### src/rtl/burst_div_pkg.sv
// Shared types for the multi-channel burst divider: channel FSM state and
// the per-channel configuration record. Field widths are fixed here; the top
// level width parameters default to these values.
package burst_div_pkg;

    localparam int CFG_CNT_W   = 10;
    localparam int CFG_REP_W   = 5;
    localparam int CFG_BURST_W = 8;

    typedef enum logic [1:0] {
        ST_IDLE   = 2'd0,
        ST_ACTIVE = 2'd1,
        ST_SILENT = 2'd2,
        ST_DONE   = 2'd3
    } ch_state_e;

    typedef struct packed {
        logic [CFG_CNT_W-1:0]   m1;
        logic [CFG_CNT_W-1:0]   m2;
        logic [CFG_REP_W-1:0]   reps;
        logic [CFG_BURST_W-1:0] bursts;
    } ch_cfg_t;

    // Index of the final pulse in a burst; a repeat count of 0 behaves as 1.
    function automatic logic [CFG_REP_W-1:0] last_rep(input logic [CFG_REP_W-1:0] reps);
        return (reps == '0) ? '0 : reps - 1'b1;
    endfunction

endpackage

### src/rtl/burst_channel.sv
// One burst-divider channel: enable synchroniser, shadow/active config,
// IDLE/ACTIVE/SILENT/DONE FSM and its counters. Optional burst_end_o pulse
// exists only when BURST_END_IRQ_EN is defined.
module burst_channel
    import burst_div_pkg::*;
#(
    parameter int SYNC_STAGES = 2
) (
    input  logic    clk_i,
    input  logic    reset_i,
    input  logic    enable_async_i,
    input  ch_cfg_t cfg_i,
    input  logic    cfg_load_i,
    output logic    clk_out_o,
    output logic    phase_status_o,
    output logic    done_o
`ifdef BURST_END_IRQ_EN
    ,
    output logic    burst_end_o
`endif
);

    localparam logic [CFG_CNT_W-1:0]   CNT_ONE   = 1;
    localparam logic [CFG_REP_W-1:0]   REP_ONE   = 1;
    localparam logic [CFG_BURST_W-1:0] BURST_ONE = 1;

    logic [SYNC_STAGES-1:0]  sync_q;
    logic                    en_s;
    ch_cfg_t                 shadow_q;
    ch_cfg_t                 act_q, act_d;
    ch_state_e               state_q, state_d;
    logic [CFG_CNT_W-1:0]    cnt_q, cnt_d;
    logic [CFG_REP_W-1:0]    rep_q, rep_d;
    logic [CFG_BURST_W-1:0]  burst_q, burst_d, burst_inc;
    logic                    hi_q, hi_d;
    logic                    out_q, out_d;
    logic                    half_end, last_pulse, boundary;

    assign en_s = sync_q[SYNC_STAGES-1];

    // Enable synchroniser chain.
    always_ff @(posedge clk_i) begin
        if (reset_i) sync_q <= '0;
        else         sync_q <= {sync_q[SYNC_STAGES-2:0], enable_async_i};
    end

    // Shadow config, written by the load strobe in any state.
    always_ff @(posedge clk_i) begin
        if (reset_i)         shadow_q <= '0;
        else if (cfg_load_i) shadow_q <= cfg_i;
    end

    assign half_end   = (cnt_q == act_q.m1 - CNT_ONE);
    assign last_pulse = (rep_q == last_rep(act_q.reps));
    assign burst_inc  = burst_q + BURST_ONE;

    // Next-state logic; a burst boundary commits the pre-load shadow value.
    always_comb begin
        state_d  = state_q;
        act_d    = act_q;
        cnt_d    = cnt_q;
        rep_d    = rep_q;
        hi_d     = hi_q;
        burst_d  = burst_q;
        out_d    = out_q;
        boundary = 1'b0;
        if (!en_s) begin
            state_d = ST_IDLE;
            cnt_d   = '0;
            rep_d   = '0;
            hi_d    = 1'b0;
            burst_d = '0;
            out_d   = 1'b0;
        end else begin
            case (state_q)
                ST_IDLE: begin
                    // Start uses the value about to be committed, not the stale active copy.
                    if (shadow_q.m1 != '0) begin
                        boundary = 1'b1;
                        burst_d  = '0;
                    end
                end
                ST_ACTIVE: begin
                    if (!half_end) begin
                        cnt_d = cnt_q + CNT_ONE;
                    end else begin
                        cnt_d = '0;
                        if (hi_q) begin
                            hi_d  = 1'b0;
                            out_d = 1'b0;
                        end else if (!last_pulse) begin
                            rep_d = rep_q + REP_ONE;
                            hi_d  = 1'b1;
                            out_d = 1'b1;
                        end else begin
                            // Unlimited mode leaves the counter parked at 0.
                            if (act_q.bursts != '0) burst_d = burst_inc;
                            if (act_q.bursts != '0 && burst_inc == act_q.bursts) begin
                                state_d = ST_DONE;
                                out_d   = 1'b0;
                            end else if (act_q.m2 != '0) begin
                                state_d = ST_SILENT;
                                out_d   = 1'b0;
                            end else begin
                                boundary = 1'b1;
                            end
                        end
                    end
                end
                ST_SILENT: begin
                    if (cnt_q == act_q.m2 - CNT_ONE) boundary = 1'b1;
                    else                             cnt_d = cnt_q + CNT_ONE;
                end
                default: ;
            endcase
            if (boundary) begin
                act_d = shadow_q;
                cnt_d = '0;
                rep_d = '0;
                if (shadow_q.m1 == '0) begin
                    state_d = ST_IDLE;
                    hi_d    = 1'b0;
                    out_d   = 1'b0;
                    burst_d = '0;
                end else begin
                    state_d = ST_ACTIVE;
                    hi_d    = 1'b1;
                    out_d   = 1'b1;
                end
            end
        end
    end

    // FSM, counter and output registers.
    always_ff @(posedge clk_i) begin
        if (reset_i) begin
            state_q <= ST_IDLE;
            act_q   <= '0;
            cnt_q   <= '0;
            rep_q   <= '0;
            hi_q    <= 1'b0;
            burst_q <= '0;
            out_q   <= 1'b0;
        end else begin
            state_q <= state_d;
            act_q   <= act_d;
            cnt_q   <= cnt_d;
            rep_q   <= rep_d;
            hi_q    <= hi_d;
            burst_q <= burst_d;
            out_q   <= out_d;
        end
    end

    assign clk_out_o      = out_q;
    assign phase_status_o = (state_q == ST_ACTIVE);
    assign done_o         = (state_q == ST_DONE);

`ifdef BURST_END_IRQ_EN
    // Last ACTIVE cycle of a burst that is actually completing.
    assign burst_end_o = (state_q == ST_ACTIVE) & ~hi_q & half_end & last_pulse & en_s & ~reset_i;
`endif

endmodule

### src/rtl/multi_channel_burst_divider.sv
// N independent burst-divider channels with shadowed config and finite burst
// count. Define BURST_END_IRQ_EN to add the per-channel burst_end pulse output.
module multi_channel_burst_divider
    import burst_div_pkg::*;
#(
    parameter int NUM_CH      = 4,
    parameter int CNT_W       = CFG_CNT_W,
    parameter int REP_W       = CFG_REP_W,
    parameter int BURST_W     = CFG_BURST_W,
    parameter int SYNC_STAGES = 2
) (
    input  logic                      clk,
    input  logic                      reset,
    input  logic [NUM_CH-1:0]         enable_async,
    input  logic [NUM_CH*CNT_W-1:0]   cfg_m1,
    input  logic [NUM_CH*CNT_W-1:0]   cfg_m2,
    input  logic [NUM_CH*REP_W-1:0]   cfg_repeat,
    input  logic [NUM_CH*BURST_W-1:0] cfg_bursts,
    input  logic [NUM_CH-1:0]         cfg_load,
    output logic [NUM_CH-1:0]         clk_out,
    output logic [NUM_CH-1:0]         phase_status,
    output logic [NUM_CH-1:0]         done
`ifdef BURST_END_IRQ_EN
    ,
    output logic [NUM_CH-1:0]         burst_end
`endif
);

    for (genvar i = 0; i < NUM_CH; i++) begin : g_ch
        ch_cfg_t cfg;

        assign cfg = {cfg_m1[i*CNT_W +: CNT_W], cfg_m2[i*CNT_W +: CNT_W],
                      cfg_repeat[i*REP_W +: REP_W], cfg_bursts[i*BURST_W +: BURST_W]};

        burst_channel #(
            .SYNC_STAGES (SYNC_STAGES)
        ) u_ch (
            .clk_i          (clk),
            .reset_i        (reset),
            .enable_async_i (enable_async[i]),
            .cfg_i          (cfg),
            .cfg_load_i     (cfg_load[i]),
            .clk_out_o      (clk_out[i]),
            .phase_status_o (phase_status[i]),
            .done_o         (done[i])
`ifdef BURST_END_IRQ_EN
            ,
            .burst_end_o    (burst_end[i])
`endif
        );
    end

endmodule

### config.mk
export PLATFORM = sky130hd
export DESIGN_NAME = multi_channel_burst_divider
export DESIGN_NICKNAME = d
export VERILOG_FILES = /design/src/rtl/burst_div_pkg.sv /design/src/rtl/burst_channel.sv /design/src/rtl/multi_channel_burst_divider.sv
export SDC_FILE = /design/constraint.sdc
export NUM_CORES = 1
export LEC_CHECK = 0
export ABC_CLOCK_PERIOD_IN_PS = 4200
export CORE_MARGIN = 2
export CORE_UTILIZATION = 51
export CTS_BUF_LIST = sky130_fd_sc_hd__clkbuf_16
export DETAILED_ROUTE_END_ITERATION = 6
export DONT_BUFFER_PORTS = 1
export PLACE_DENSITY = 0.64
export SLEW_MARGIN = 0
export SYNTH_ARGS = -nofsm -noshare
export SYNTH_HDL_FRONTEND = slang
export SYNTH_SLANG_ARGS = --single-unit
export TNS_END_PERCENT = 100
### constraint.sdc
create_clock -name clk -period 4.2 [get_ports clk]
set_clock_uncertainty 0.15 [all_clocks]
set_input_delay 0.42 -clock clk [delete_from_list [all_inputs] [get_ports clk]]
set_output_delay 0.42 -clock clk [all_outputs]
set_load 0.02 [all_outputs]
==> flow_summary_export.csv, run 1 <==
group,metric,value,unit
status,status,"completed",
clock_tree,h-tree-depth,2,
floorplan,die_area,0.04111,mm2
pwr,powerDensity,341.4,mW/mm2
floorplan,start_util,0.5189,
yosys,async_flop_share,0,
critical_path,end_kind,"flop",
place,place_congestion,0.9065,
yosys,synth-edff-count,0,
route,wirelength,50850,um
route,ant_nets,0,
critical_path,critPathKind,"reg2reg",
clock_tree,cts_tree,"built",
timing,finalSetupViolations,0,
grt,antenna_found_initial,9,
clock_tree,insertion_delay,0.55,ns
yosys,synth_area,0.02015,mm2
clock_tree,cts-resized-gates,0,
route,vias,17180,
clock_tree,clkSlewWorstSetupHoldPaths,0.06,ns
grt,overflow,0,
critical_path,slowest_delay,0.56,ns
yosys,syn_nets,2464,
timing,tns,0,ns
floorplan,chipHeight,202.8,um
timing,finalHoldViolations,0,
yosys,yosys_register_bits,380,
grt,grtUsageTotal,0.2455,
final_layout,final_nets,2653,
floorplan,boundaryPins,154,
floorplan,core-area,0.03883,mm2
route,dr.pass1.iters,6,
grt,grt_pass1_wl,84570,um
yosys,synthFlopType,"dfxtp_1",
grt,grt_pass1_vias,17000,
run,maxCapViolCount,0,
yosys,synthMuxAreaShare,0.1328,
clock_tree,clock_sinks,380,
yosys,synth_top_family_by_area,"simple AND/OR/NAND/NOR gates",
clock_tree,holdBufCountCts,268,
timing,period_needed,3.815,ns
yosys,synth_cells,2298,
final_layout,syn_to_final_growth,20.48,%
grt,grt_max_degree,211,
critical_path,cpLargestDelayFamily,"compound AO/OA/AOI/OAI gates",
yosys,yosysWarnings,0,
clock_tree,cts_buffer_depth,3,
clock_tree,post_cts_buffers,0,
worst_hold_path,hold_path.class,"in2reg",
yosys,synth_xor_area_frac,0.07850,
critical_path,required,4.46,ns
pwr,p_leak,9.530,nW
critical_path,critPathMaxFanout,23,
timing,fmaxAchievable,262.1,MHz
route,drcViolationCount,0,
yosys,yosysUniqueCellTypes,95,
yosys,synth_adder_area_share,0.01490,
critical_path,critPathBufInv,2,
timing,report.final.slew_viol_count,0,
floorplan,die_w,202.8,um
place,portBuffers,0,
yosys,synth-simple-area-share,0.2334,
critical_path,crit_arrival,4.07,ns
clock_tree,numCtsBuffers,42,
place,dp_hpwl,32580,um
route,drt_iter0_markers,974,
pwr,p_total,8.286,mW
pwr,ir_drop,0.0003223,V
route,via_per_inst,5.641,
critical_path,crit_chain,"inv_1, ha_1, o21ba_2, a221o_2, a2111oi_4, o2111ai_1, or4b_4, a21bo_1, buf_4, mux2i_1, nor2_1",
critical_path,cpMaxStageDelayCell,"or4b_4",
yosys,synth-compound-area-share,0.1153,
yosys,ys_seq_area_frac,0.3776,
timing,worstMarginPinSlew,1.091,ns
clock_tree,clock-root-buffer,"clkbuf_16",
timing,period_share,0.9084,
route,wl_per_cell,16.70,um
final_layout,drive_above_1_share,0.05481,
timing,slew-limit-headroom,0.2542,
critical_path,start_kind,"flop",
yosys,syn_area_per_cell,8.767,um2
floorplan,core.rowCount,72,
timing,rsz0062_at_grt,"no",
==> tightest hold or removal path: cells and delay by family <==
kind,cells,cell delay [ns]
compound gates,2,0.27
simple gates,1,0.06
==> Yosys cell counts (20+ instances only) <==
cell | n | area [um2]
dfxtp_1 | 380 | 7607
nor2_1 | 327 | 1227
mux2i_1 | 265 | 2653
nand2_1 | 191 | 716.9
xnor2_1 | 100 | 875.8
clkbuf_1 | 93 | 349.1
xor2_1 | 78 | 683.2
o21ai_0 | 60 | 300.3
a21oi_1 | 59 | 295.3
nor3_1 | 57 | 285.3
inv_1 | 51 | 191.4
nand4_1 | 45 | 281.5
nand3_1 | 39 | 195.2
nor2b_1 | 39 | 244.0
and2_1 | 30 | 187.7
or3_1 | 30 | 187.7
nand2b_1 | 29 | 181.4
nor4_1 | 27 | 168.9
and3_1 | 24 | 150.1
ha_1 | 24 | 300.3
buf_4 | 20 | 150.1
==> final timing paths <==
path                          start                endpoint  slack (ns)  cells after the start
max          g_ch[3].u_ch.act_q[23]  g_ch[3].u_ch.act_q[12]        0.38                     11
min                           reset       g_ch[2].u_ch.hi_q        0.11                      3
max reg2reg  g_ch[3].u_ch.act_q[23]  g_ch[3].u_ch.act_q[12]        0.38                     11
min reg2reg  g_ch[0].u_ch.sync_q[0]  g_ch[0].u_ch.sync_q[1]        0.30                      1
==> kinds of logic after synthesis <==
group,count (synthesis)
DFF,380
and+or+nand+nor,941
adders and majority gates,24
AOI/OAI and AO/OA,315
xor gates and xnor gates,179
muxes,267
buffers and inverters,192
==> state kept, by name, summed over array words and instances, names as in the netlist <==
name	flops
g_ch.u_ch.burst_q	32
g_ch.u_ch.shadow_q	132
g_ch.u_ch.state_q	8
g_ch.u_ch.clk_out_o	4
g_ch.u_ch.sync_q	8
g_ch.u_ch.rep_q	20
g_ch.u_ch.cnt_q	40
g_ch.u_ch.act_q	132
g_ch.u_ch.hi_q	4
==> cells in the final DEF, fill, tap and decap left out, types with 12 or more instances in the layout <==
cell type / synthesis / final
nor3_1: 57 / 57
nor3b_1: 15 / 15
o21ba_2: 16 / 16
clkbuf_16: 0 / 45
a21oi_1: 59 / 59
o21ai_0: 60 / 60
and2_1: 30 / 30
or3_1: 30 / 30
or4_1: 15 / 15
nand2b_1: 29 / 29
nor2_1: 327 / 327
nor4_1: 27 / 27
nand2_1: 191 / 191
a31oi_1: 18 / 18
xnor2_1: 100 / 100
ha_1: 24 / 24
inv_1: 51 / 59
nor2b_1: 39 / 39
mux2i_1: 265 / 265
o211ai_1: 12 / 12
nand4b_1: 13 / 13
nand3_1: 39 / 39
and3_1: 24 / 24
o2111ai_1: 14 / 14
a221oi_1: 12 / 12
xor2_1: 78 / 78
nand4_1: 45 / 45
dfxtp_1: 380 / 380
dlygate4sd3_1: 0 / 267
buf_4: 20 / 16
==> power breakdown <==
part           leakage, nW  total [mW]  switching (mW)  internal, mW
Sequential            3.09        3.81          0.0965          3.71
Clock                0.704        3.64            1.47          2.17
Combinational         5.73       0.838           0.381         0.458
Total                 9.53        8.29            1.95          6.33
==> metal layers <==
metal | wire length [um] | vias to the layer above | track usage
li1 | - | 8506 | -
met1 | 23140 | 8192 | 0.3178
met2 | 23990 | 364 | 0.4124
met3 | 2128 | 114 | 0.03692
met4 | 1592 | 0 | 0.09515
met5 | 0 | - | 0
==> metrics by stage <==
stage / area, um2 / hold WS (ns) / util / setup WS [ns] / std cells
final: 24270 / 0.1086 / 0.6251 / 0.3849 / 3045
after global routing: 24270 / 0.1217 / 0.6251 / 0.001201 / 3045
after CTS: 24250 / 0.05757 / 0.6245 / 0.4110 / 3036
after detailed placement: 20190 / 0.2853 / 0.5200 / 0.4574 / 2693
after global placement: 20190 / 0.2916 / 0.5200 / 0.5556 / 2693
after floorplan: 20150 / 0.2638 / - / 0.8636 / 2298
==> layout make-up <==
class / instances / area (um2)
inverters: 52 / 197.7
diodes: 9 / 22.52
fillers: 3231 / 14560
multi-input cells: 1726 / 11600
clock buffers: 45 / 1126
repair buffers: 285 / 2840
clock inverters: 30 / 234.0
flip-flops and latches: 380 / 7607
well taps: 518 / 648.1
Power figures use the tool's default switching activity.
==> run 2: changes to the inputs <==
SKIP_LAST_GASP = 1   (was unset)
==> results of run 2 <==
Same layout as run 1: the final DEF is identical, and so are final timing and power.
